==> config.mk <==
export PLATFORM = sky130hd
export DESIGN_NAME = single_midi_in_rx
export DESIGN_NICKNAME = d
export VERILOG_FILES = /design/src/rtl/midi_pkg.sv /design/src/rtl/midi_bit_timer.sv /design/src/rtl/single_midi_in_rx.sv
export SDC_FILE = /design/constraint.sdc
export NUM_CORES = 1
export LEC_CHECK = 0
export ABC_AREA = 1
export CAP_MARGIN = 30
export CORE_ASPECT_RATIO = 1.1
export CORE_MARGIN = 2
export CORE_UTILIZATION = 43
export DETAILED_ROUTE_END_ITERATION = 16
export GPL_ROUTABILITY_DRIVEN = 0
export GPL_TIMING_DRIVEN = 0
export PLACE_DENSITY = 0.57
export SYNTH_ARGS = -nofsm -noshare
export SYNTH_HDL_FRONTEND = slang
export SYNTH_SLANG_ARGS = --single-unit
==> constraint.sdc <==
create_clock -name sys_clk -period 4.49 [get_ports sys_clk]
set_input_delay 0.898 -clock sys_clk [delete_from_list [all_inputs] [get_ports sys_clk]]
set_output_delay 0.898 -clock sys_clk [all_outputs]
set_load 0.02 [all_outputs]
==> src/rtl/midi_pkg.sv <==
// Shared definitions for the MIDI receiver: FSM state encoding, default line rate,
// bit-timing helpers and the status-byte mask.
package midi_pkg;

  typedef enum logic [1:0] {
    IDLE  = 2'd0,
    START = 2'd1,
    DATA  = 2'd2,
    STOP  = 2'd3
  } midi_rx_state_e;

  localparam int MIDI_BAUD_DEFAULT = 31250;
  localparam logic [7:0] MIDI_STATUS_MASK = 8'h80;

  function automatic int clks_per_bit(input int sysclk_f, input int baud);
    return sysclk_f / baud;
  endfunction

  function automatic int half_bit(input int cpb);
    return cpb / 2;
  endfunction

  function automatic logic majority3(input logic [2:0] v);
    return (v[0] & v[1]) | (v[0] & v[2]) | (v[1] & v[2]);
  endfunction

endpackage

==> src/rtl/midi_bit_timer.sv <==
// Bit-period timer for the MIDI receiver: a wrapping clock counter that emits
// a half-bit tick and a full-bit tick, cleared on start-edge detect or re-alignment.
module midi_bit_timer #(
  parameter int CLKS_PER_BIT = 1536,
  parameter int HALF_TICK_AT = 767,
  parameter int CNT_W        = $clog2(CLKS_PER_BIT) + 1
) (
  input  logic sys_clk,
  input  logic rst_n,
  input  logic i_clear,
  output logic o_half_tick,
  output logic o_full_tick
);

  localparam logic [CNT_W-1:0] LAST_CNT = CNT_W'(CLKS_PER_BIT - 1);
  localparam logic [CNT_W-1:0] HALF_CNT = CNT_W'(HALF_TICK_AT);

  logic [CNT_W-1:0] r_cnt;

  // Clock counter: wraps every bit period, restarts on clear
  always_ff @(posedge sys_clk or negedge rst_n) begin
    if (!rst_n) begin
      r_cnt <= '0;
    end else if (i_clear) begin
      r_cnt <= '0;
    end else if (r_cnt == LAST_CNT) begin
      r_cnt <= '0;
    end else begin
      r_cnt <= r_cnt + CNT_W'(1);
    end
  end

  assign o_half_tick = (r_cnt == HALF_CNT);
  assign o_full_tick = (r_cnt == LAST_CNT);

endmodule

==> src/rtl/single_midi_in_rx.sv <==
// MIDI 8N1 serial receiver: synchronizer, deframing FSM, shift register and output registers.
// Optional `MIDI_RX_MAJORITY_EN: 2-of-3 majority vote around each mid-bit sample (+1 cycle latency).
module single_midi_in_rx
  import midi_pkg::*;
#(
  parameter int BYTE_W          = 8,
  parameter int MIDI_BAUD       = MIDI_BAUD_DEFAULT,
  parameter int MIDI_FRAME_SIZE = 10,
  parameter int SYSCLK_F        = 48000000
) (
  input  logic              sys_clk,
  input  logic              rst_n,
  input  logic              MIDI_IN,
  output logic [BYTE_W-1:0] data_rx,
  output logic              is_command,
  output logic              new_byte_strobe
);

  localparam int CLKS_PER_BIT = clks_per_bit(SYSCLK_F, MIDI_BAUD);
  localparam int HALF_BIT     = half_bit(CLKS_PER_BIT);
  localparam int CNT_W        = $clog2(CLKS_PER_BIT) + 1;
  localparam int BIT_CNT_W    = $clog2(BYTE_W + 1);
  // Data bits are the frame minus start and stop; the counter's last value is one less.
  localparam logic [BIT_CNT_W-1:0] LAST_DATA_BIT = BIT_CNT_W'(MIDI_FRAME_SIZE - 3);
`ifdef MIDI_RX_MAJORITY_EN
  localparam int HALF_TICK_AT = HALF_BIT;
`else
  localparam int HALF_TICK_AT = HALF_BIT - 1;
`endif

  logic [1:0]           r_sync;
  logic                 r_rx_prev;
  logic                 w_rx_s;
  logic                 w_fall;
  logic                 w_sample;
  logic                 w_half_tick;
  logic                 w_full_tick;
  logic                 w_clear;
  logic                 w_shift_en;
  logic                 w_load;
  midi_rx_state_e       r_state;
  midi_rx_state_e       w_state_nxt;
  logic [BIT_CNT_W-1:0] r_bit_cnt;
  logic [BYTE_W-1:0]    r_shift;

  assign w_rx_s = r_sync[1];
  assign w_fall = r_rx_prev & ~w_rx_s;

  // Two-flop synchronizer plus one history flop for edge detection
  always_ff @(posedge sys_clk or negedge rst_n) begin
    if (!rst_n) begin
      r_sync    <= 2'b11;
      r_rx_prev <= 1'b1;
    end else begin
      r_sync    <= {r_sync[0], MIDI_IN};
      r_rx_prev <= w_rx_s;
    end
  end

`ifdef MIDI_RX_MAJORITY_EN
  logic r_rx_prev2;

  // Second history flop: the vote spans mid-1, mid and mid+1
  always_ff @(posedge sys_clk or negedge rst_n) begin
    if (!rst_n) begin
      r_rx_prev2 <= 1'b1;
    end else begin
      r_rx_prev2 <= r_rx_prev;
    end
  end

  assign w_sample = majority3({r_rx_prev2, r_rx_prev, w_rx_s});
`else
  assign w_sample = w_rx_s;
`endif

  midi_bit_timer #(
    .CLKS_PER_BIT (CLKS_PER_BIT),
    .HALF_TICK_AT (HALF_TICK_AT),
    .CNT_W        (CNT_W)
  ) u_bit_timer (
    .sys_clk     (sys_clk),
    .rst_n       (rst_n),
    .i_clear     (w_clear),
    .o_half_tick (w_half_tick),
    .o_full_tick (w_full_tick)
  );

  // FSM state register
  always_ff @(posedge sys_clk or negedge rst_n) begin
    if (!rst_n) begin
      r_state <= IDLE;
    end else begin
      r_state <= w_state_nxt;
    end
  end

  // FSM next state and datapath controls
  always_comb begin
    w_state_nxt = r_state;
    w_clear     = 1'b0;
    w_shift_en  = 1'b0;
    w_load      = 1'b0;
    case (r_state)
      IDLE: begin
        if (w_fall) begin
          w_clear     = 1'b1;
          w_state_nxt = START;
        end else begin
          w_state_nxt = IDLE;
        end
      end
      START: begin
        // Re-align the timer to mid-bit so later full ticks land mid data bit
        if (w_half_tick) begin
          w_clear = 1'b1;
          if (!w_sample) begin
            w_state_nxt = DATA;
          end else begin
            w_state_nxt = IDLE;
          end
        end else begin
          w_state_nxt = START;
        end
      end
      DATA: begin
        if (w_full_tick) begin
          w_shift_en = 1'b1;
          if (r_bit_cnt == LAST_DATA_BIT) begin
            w_state_nxt = STOP;
          end else begin
            w_state_nxt = DATA;
          end
        end else begin
          w_state_nxt = DATA;
        end
      end
      STOP: begin
        if (w_full_tick) begin
          w_load      = w_sample;
          w_state_nxt = IDLE;
        end else begin
          w_state_nxt = STOP;
        end
      end
      default: begin
        w_state_nxt = IDLE;
      end
    endcase
  end

  // Data-bit counter and LSB-first shift register
  always_ff @(posedge sys_clk or negedge rst_n) begin
    if (!rst_n) begin
      r_bit_cnt <= '0;
      r_shift   <= '0;
    end else if (w_clear) begin
      r_bit_cnt <= '0;
    end else if (w_shift_en) begin
      r_bit_cnt <= r_bit_cnt + BIT_CNT_W'(1);
      r_shift   <= {w_sample, r_shift[BYTE_W-1:1]};
    end else begin
      r_bit_cnt <= r_bit_cnt;
    end
  end

  // Output registers: only updated by a valid stop bit
  always_ff @(posedge sys_clk or negedge rst_n) begin
    if (!rst_n) begin
      data_rx         <= '0;
      is_command      <= 1'b0;
      new_byte_strobe <= 1'b0;
    end else begin
      new_byte_strobe <= w_load;
      if (w_load) begin
        data_rx    <= r_shift;
        is_command <= r_shift[BYTE_W-1];
      end
    end
  end

endmodule

== Yosys cells after proc, flatten, opt, wreduce, memory -nomap -nowiden ==
Index checks and enable logic that the tools add are counted.

* Flip-flop bits (word level): 39
* Latch bits: 0
* Memory bits (writable): 0
* Memory bits (read-only): 0
* Bits of input ports: 3
* Output and inout bits: 10
* Memories: 0

* Add/subtract/negate cells: 2
* Multiply operators: 0
* Divide/modulo/power cells: 0
* Magnitude comparators: 0
* Equality and inequality tests: 6
* Shift-type cells: 0
* Multiplexer cells: 18
* Bitwise gates (word level): 3
* Reductions and logical operators: 3

{| class="wikitable"
|+ Operator list
! operator !! number
|-
| $mux W12 || 2
|-
| $add A12 B1 Y12 const B || 1
|-
| $eq A12 B10 Y1 const B || 1
|-
| $eq A12 B11 Y1 const B || 1
|-
| $mux W1 || 8
|-
| $mux W2 || 4
|-
| $mux W4 || 2
|-
| $pmux W2 S4 || 1
|-
| $add A4 B1 Y4 const B || 1
|-
| $eq A2 B2 Y1 const B || 2
|-
| $eq A4 B3 Y1 const B || 1
|-
| $eq A2 B1 Y1 const B || 1
|-
| $logic_not A2 Y1 || 1
|-
| $not A1 Y1 || 2
|-
| $pmux W1 S2 || 1
|-
| $reduce_and A2 Y1 || 1
|-
| $reduce_bool A2 Y1 || 1
|-
| $and A1 B1 Y1 || 1
|}

== Longest topological paths before layout ==
* Word-level depth: 6
* Depth in mapped cells: 8
* Gate-level depth less buffers: 8

== Cells and area by module ==
From an unflattened synthesis, not the netlist that was laid out.

* Cell total of the unflattened synthesis: 195
* Area total of the unflattened synthesis: 1724.2 um^2

{| class="wikitable"
|+ By module, submodules not included
! module !! times used !! cells each !! area each (um^2)
|-
| single_midi_in_rx || 1 || 114 || 1072.3
|-
| midi_bit_timer || 1 || 81 || 651.9
|}

== Worst setup path after synthesis ==
Ideal clock, no wire load.

* Path type: register -> output
* Start point: register data_rx[7]
* End point: output port data_rx[7]
* Data arrival time: 0.626 ns
* Data required time: 3.592 ns
* Setup slack: 2.966 ns
* Cell stages (with the launch flop): 2
* Path buffers: 1
* Cells stage by stage: dfrtp_1 -> buf_4

{| class="wikitable"
|+ RTL lines
! item !! line !! text
|-
| from (decl) || single_midi_in_rx.sv:14 || <nowiki>output logic [BYTE_W-1:0] data_rx,</nowiki>
|-
| from (signal assigned) || single_midi_in_rx.sv:176 || <nowiki>data_rx <= r_shift;</nowiki>
|}

No word-level cell between the ends.

== Final worst setup path ==
* Start point: register data_rx[7]
* End point: output port data_rx[7]

No word-level cell between the ends.

==> impl_metrics.ini <==
[drt]
dr_wl_met2_um = 1590
viasPerCell = 5.01
m1WireLength_um = 1570
routedWlPerCell_um = 12.2
drt-pass1-iter-count = 4
ant_nets = 0
top_layer = met4
via_count = 1342
wl_met3_um = 86
drc = 0
drt_iter0_drc = 60
drt-total-wl_um = 3270

[clocking]
post_cts_resized = 0
cts_hold_buf = 0
cts_tree = built
postCtsSetupBuffers = 0
clk_pin_slew_ns = 0.07
htree_levels = 2
cts_made_buffers = 5
clk_root_buffer_cell = clkbuf_8
clk_path_buf_depth = 2
clock_sinks = 38
clock_latency_ns = 0.28

[finish]
antennaDiodeCount = 0
drive_gt1_share_pct = 14.4
area_growth_pct = 15.9
fin_area_um2 = 2090
utilization_pct = 52.4
layout_commonest_cell = nand2_1
layout_common_cells = 65 x nand2_1, 35 x dfrtp_1, 20 x nor2_1
fin_nets = 220

[timing]
hold_viol = 0
tns_ns = 0
setup_ws_ns = 2.25
fmax_mhz = 446
final_max_slew_viol_count = 0
post-route-period-util_pct = 49.9
finalSetupViolCount = 0
slew_headroom_pct = 45.0
rsz0062_at_grt = no
min_period_ns = 2.24
final.setup_skew_ns = 0.0107
worst_pin_slew_ns = 0.826

[grt]
grtUsageTotal_pct = 16.2
antenna_found_initial = 0
grt-ovfl-total = 0
grt_first_pass_wirelength_um = 5880
grt_max_degree = 39
first_global_vias = 1277

[logic_synthesis]
syn_inst = 196
avgSynthCellArea_um2 = 9.22
syn_area_um2 = 1810
yosysUniqueCellTypes = 29
synth_fp_nets = 201
synth-seq-cells = 38
yosysWarnings = 0
yosysSeqAreaShare_pct = 52.8

[place]
portBuffers = 12
dpl.hpwl_um = 2340
place_ws_ns = 2.54
placed_cell_area_um2 = 1990

[floorplan]
num_rows = 24
start_util_pct = 45.2
die_area_um2 = 4740
fp.dieW_um = 65.8
core_area_um2 = 3990
io_pins = 13
die_height_um = 72.0

[hold_path]
hold_path.class = reg -> reg
holdPathStages = 0

[critical_path]
r2r_cells = 7
worstPathRequired_ns = 3.59
endpoint_kind = primary output
path_class = reg -> out
arrival_ns = 1.34
crit_path_start_kind = register
cp_max_fo = 3

[pwr]
p_leak_nw = 1.10
total_power_w = 0.000770
pwr_density_cell_nw_per_um2 = 368
vdd_drop_max_mv = 0.231

[status]
status = complete, no violations

[job]
maxCapViolCount = 0
-- critical path: stages, from the launching register on --
cell	delay [ns]
dfrtp_1	0.37
buf_4	0.11
clkdlybuf4s50_1	0.58
-- worst paths after layout --
check | start | endpoint | slack (ns)
max in group asynchronous | rst_n | new_byte_strobe$_DFF_PN0_ | 3.25
hold / removal | r_sync[0]$_DFF_PN1_ | r_sync[1]$_DFF_PN1_ | 0.36
setup / recovery | data_rx[7]$_DFFE_PN0P_ | data_rx[7] | 2.25
hold reg to reg | r_sync[0]$_DFF_PN1_ | r_sync[1]$_DFF_PN1_ | 0.36
min in group asynchronous | rst_n | u_bit_timer.r_cnt[5]$_DFF_PN0_ | 0.70
setup reg to reg | u_bit_timer.r_cnt[0]$_DFF_PN0_ | r_bit_cnt[1]$_DFFE_PN0P_ | 2.80
-- Yosys cell counts --
master,n,share of area [%]
a21oi_1,1,0.28
buf_2,1,0.28
buf_4,2,0.83
buf_6,1,0.62
dfrtp_1,35,48
dfstp_2,3,4.4
ha_1,2,1.4
inv_1,9,1.9
inv_2,4,0.83
nand2_1,65,14
nand2_2,1,0.35
nand2_4,1,0.62
nand3_1,18,5.0
nand3_4,1,0.97
nand4_1,10,3.5
nand4_2,2,1.4
nand4_4,2,2.4
nor2_1,20,4.2
nor2_2,1,0.35
nor2_4,2,1.2
nor2_8,2,2.2
nor3_1,1,0.28
nor3_2,1,0.55
nor4_1,1,0.35
o21ai_0,1,0.28
o21ai_1,1,0.28
or2_0,1,0.35
xnor2_1,1,0.48
xor2_1,6,2.9
-- area by class of cell --
type                       count  area (um^2)
buffer                         4         31.3
clock buffer                   7         76.3
clock inverter                 1         30.0
fill                         381         1900
inverter                      13         48.8
multi-input combinational    141          772
sequential                    38          955
tap                           52         65.1
timing repair buffer          12          115
-- flip-flops by register name (all words and copies together) (netlist names) --
name / count
r_rx_prev: 1
r_shift: 8
u_bit_timer.r_cnt: 12
r_sync: 2
r_bit_cnt: 4
new_byte_strobe: 1
data_rx: 8
r_state: 2
-- report_power, final --
part	switching, W	internal [W]	leakage (nW)	total, W
clock network	0.000110	0.000166	0.0524	0.000276
registers	0.0000245	0.000374	0.506	0.000398
logic	0.0000613	0.0000348	0.543	0.0000961
-- metal layers --
layer  vias to the layer above  track usage [%]
met3                         4             4.65
met5                         -                0
met1                       648             22.2
met4                         0             3.47
met2                        15             25.8
li1                        675                -
-- cell families after synthesis --
logic type / after synthesis / share of synthesized area, %
fa+ha+maj: 2 / 1.38
buf+inv: 17 / 4.43
xor+xnor: 7 / 3.39
simple gates: 129 / 37.1
flops: 38 / 52.8
compound gates: 3 / 0.830
-- metrics by stage --
stage                     std cells  hold slack (ns)
after floorplan                 196            0.345
after global placement          260            0.350
after detailed placement        260            0.347
after CTS                       268            0.359
after global routing            268            0.361
final                           268            0.358
Note: power is estimated with default switching activity, not from simulation.
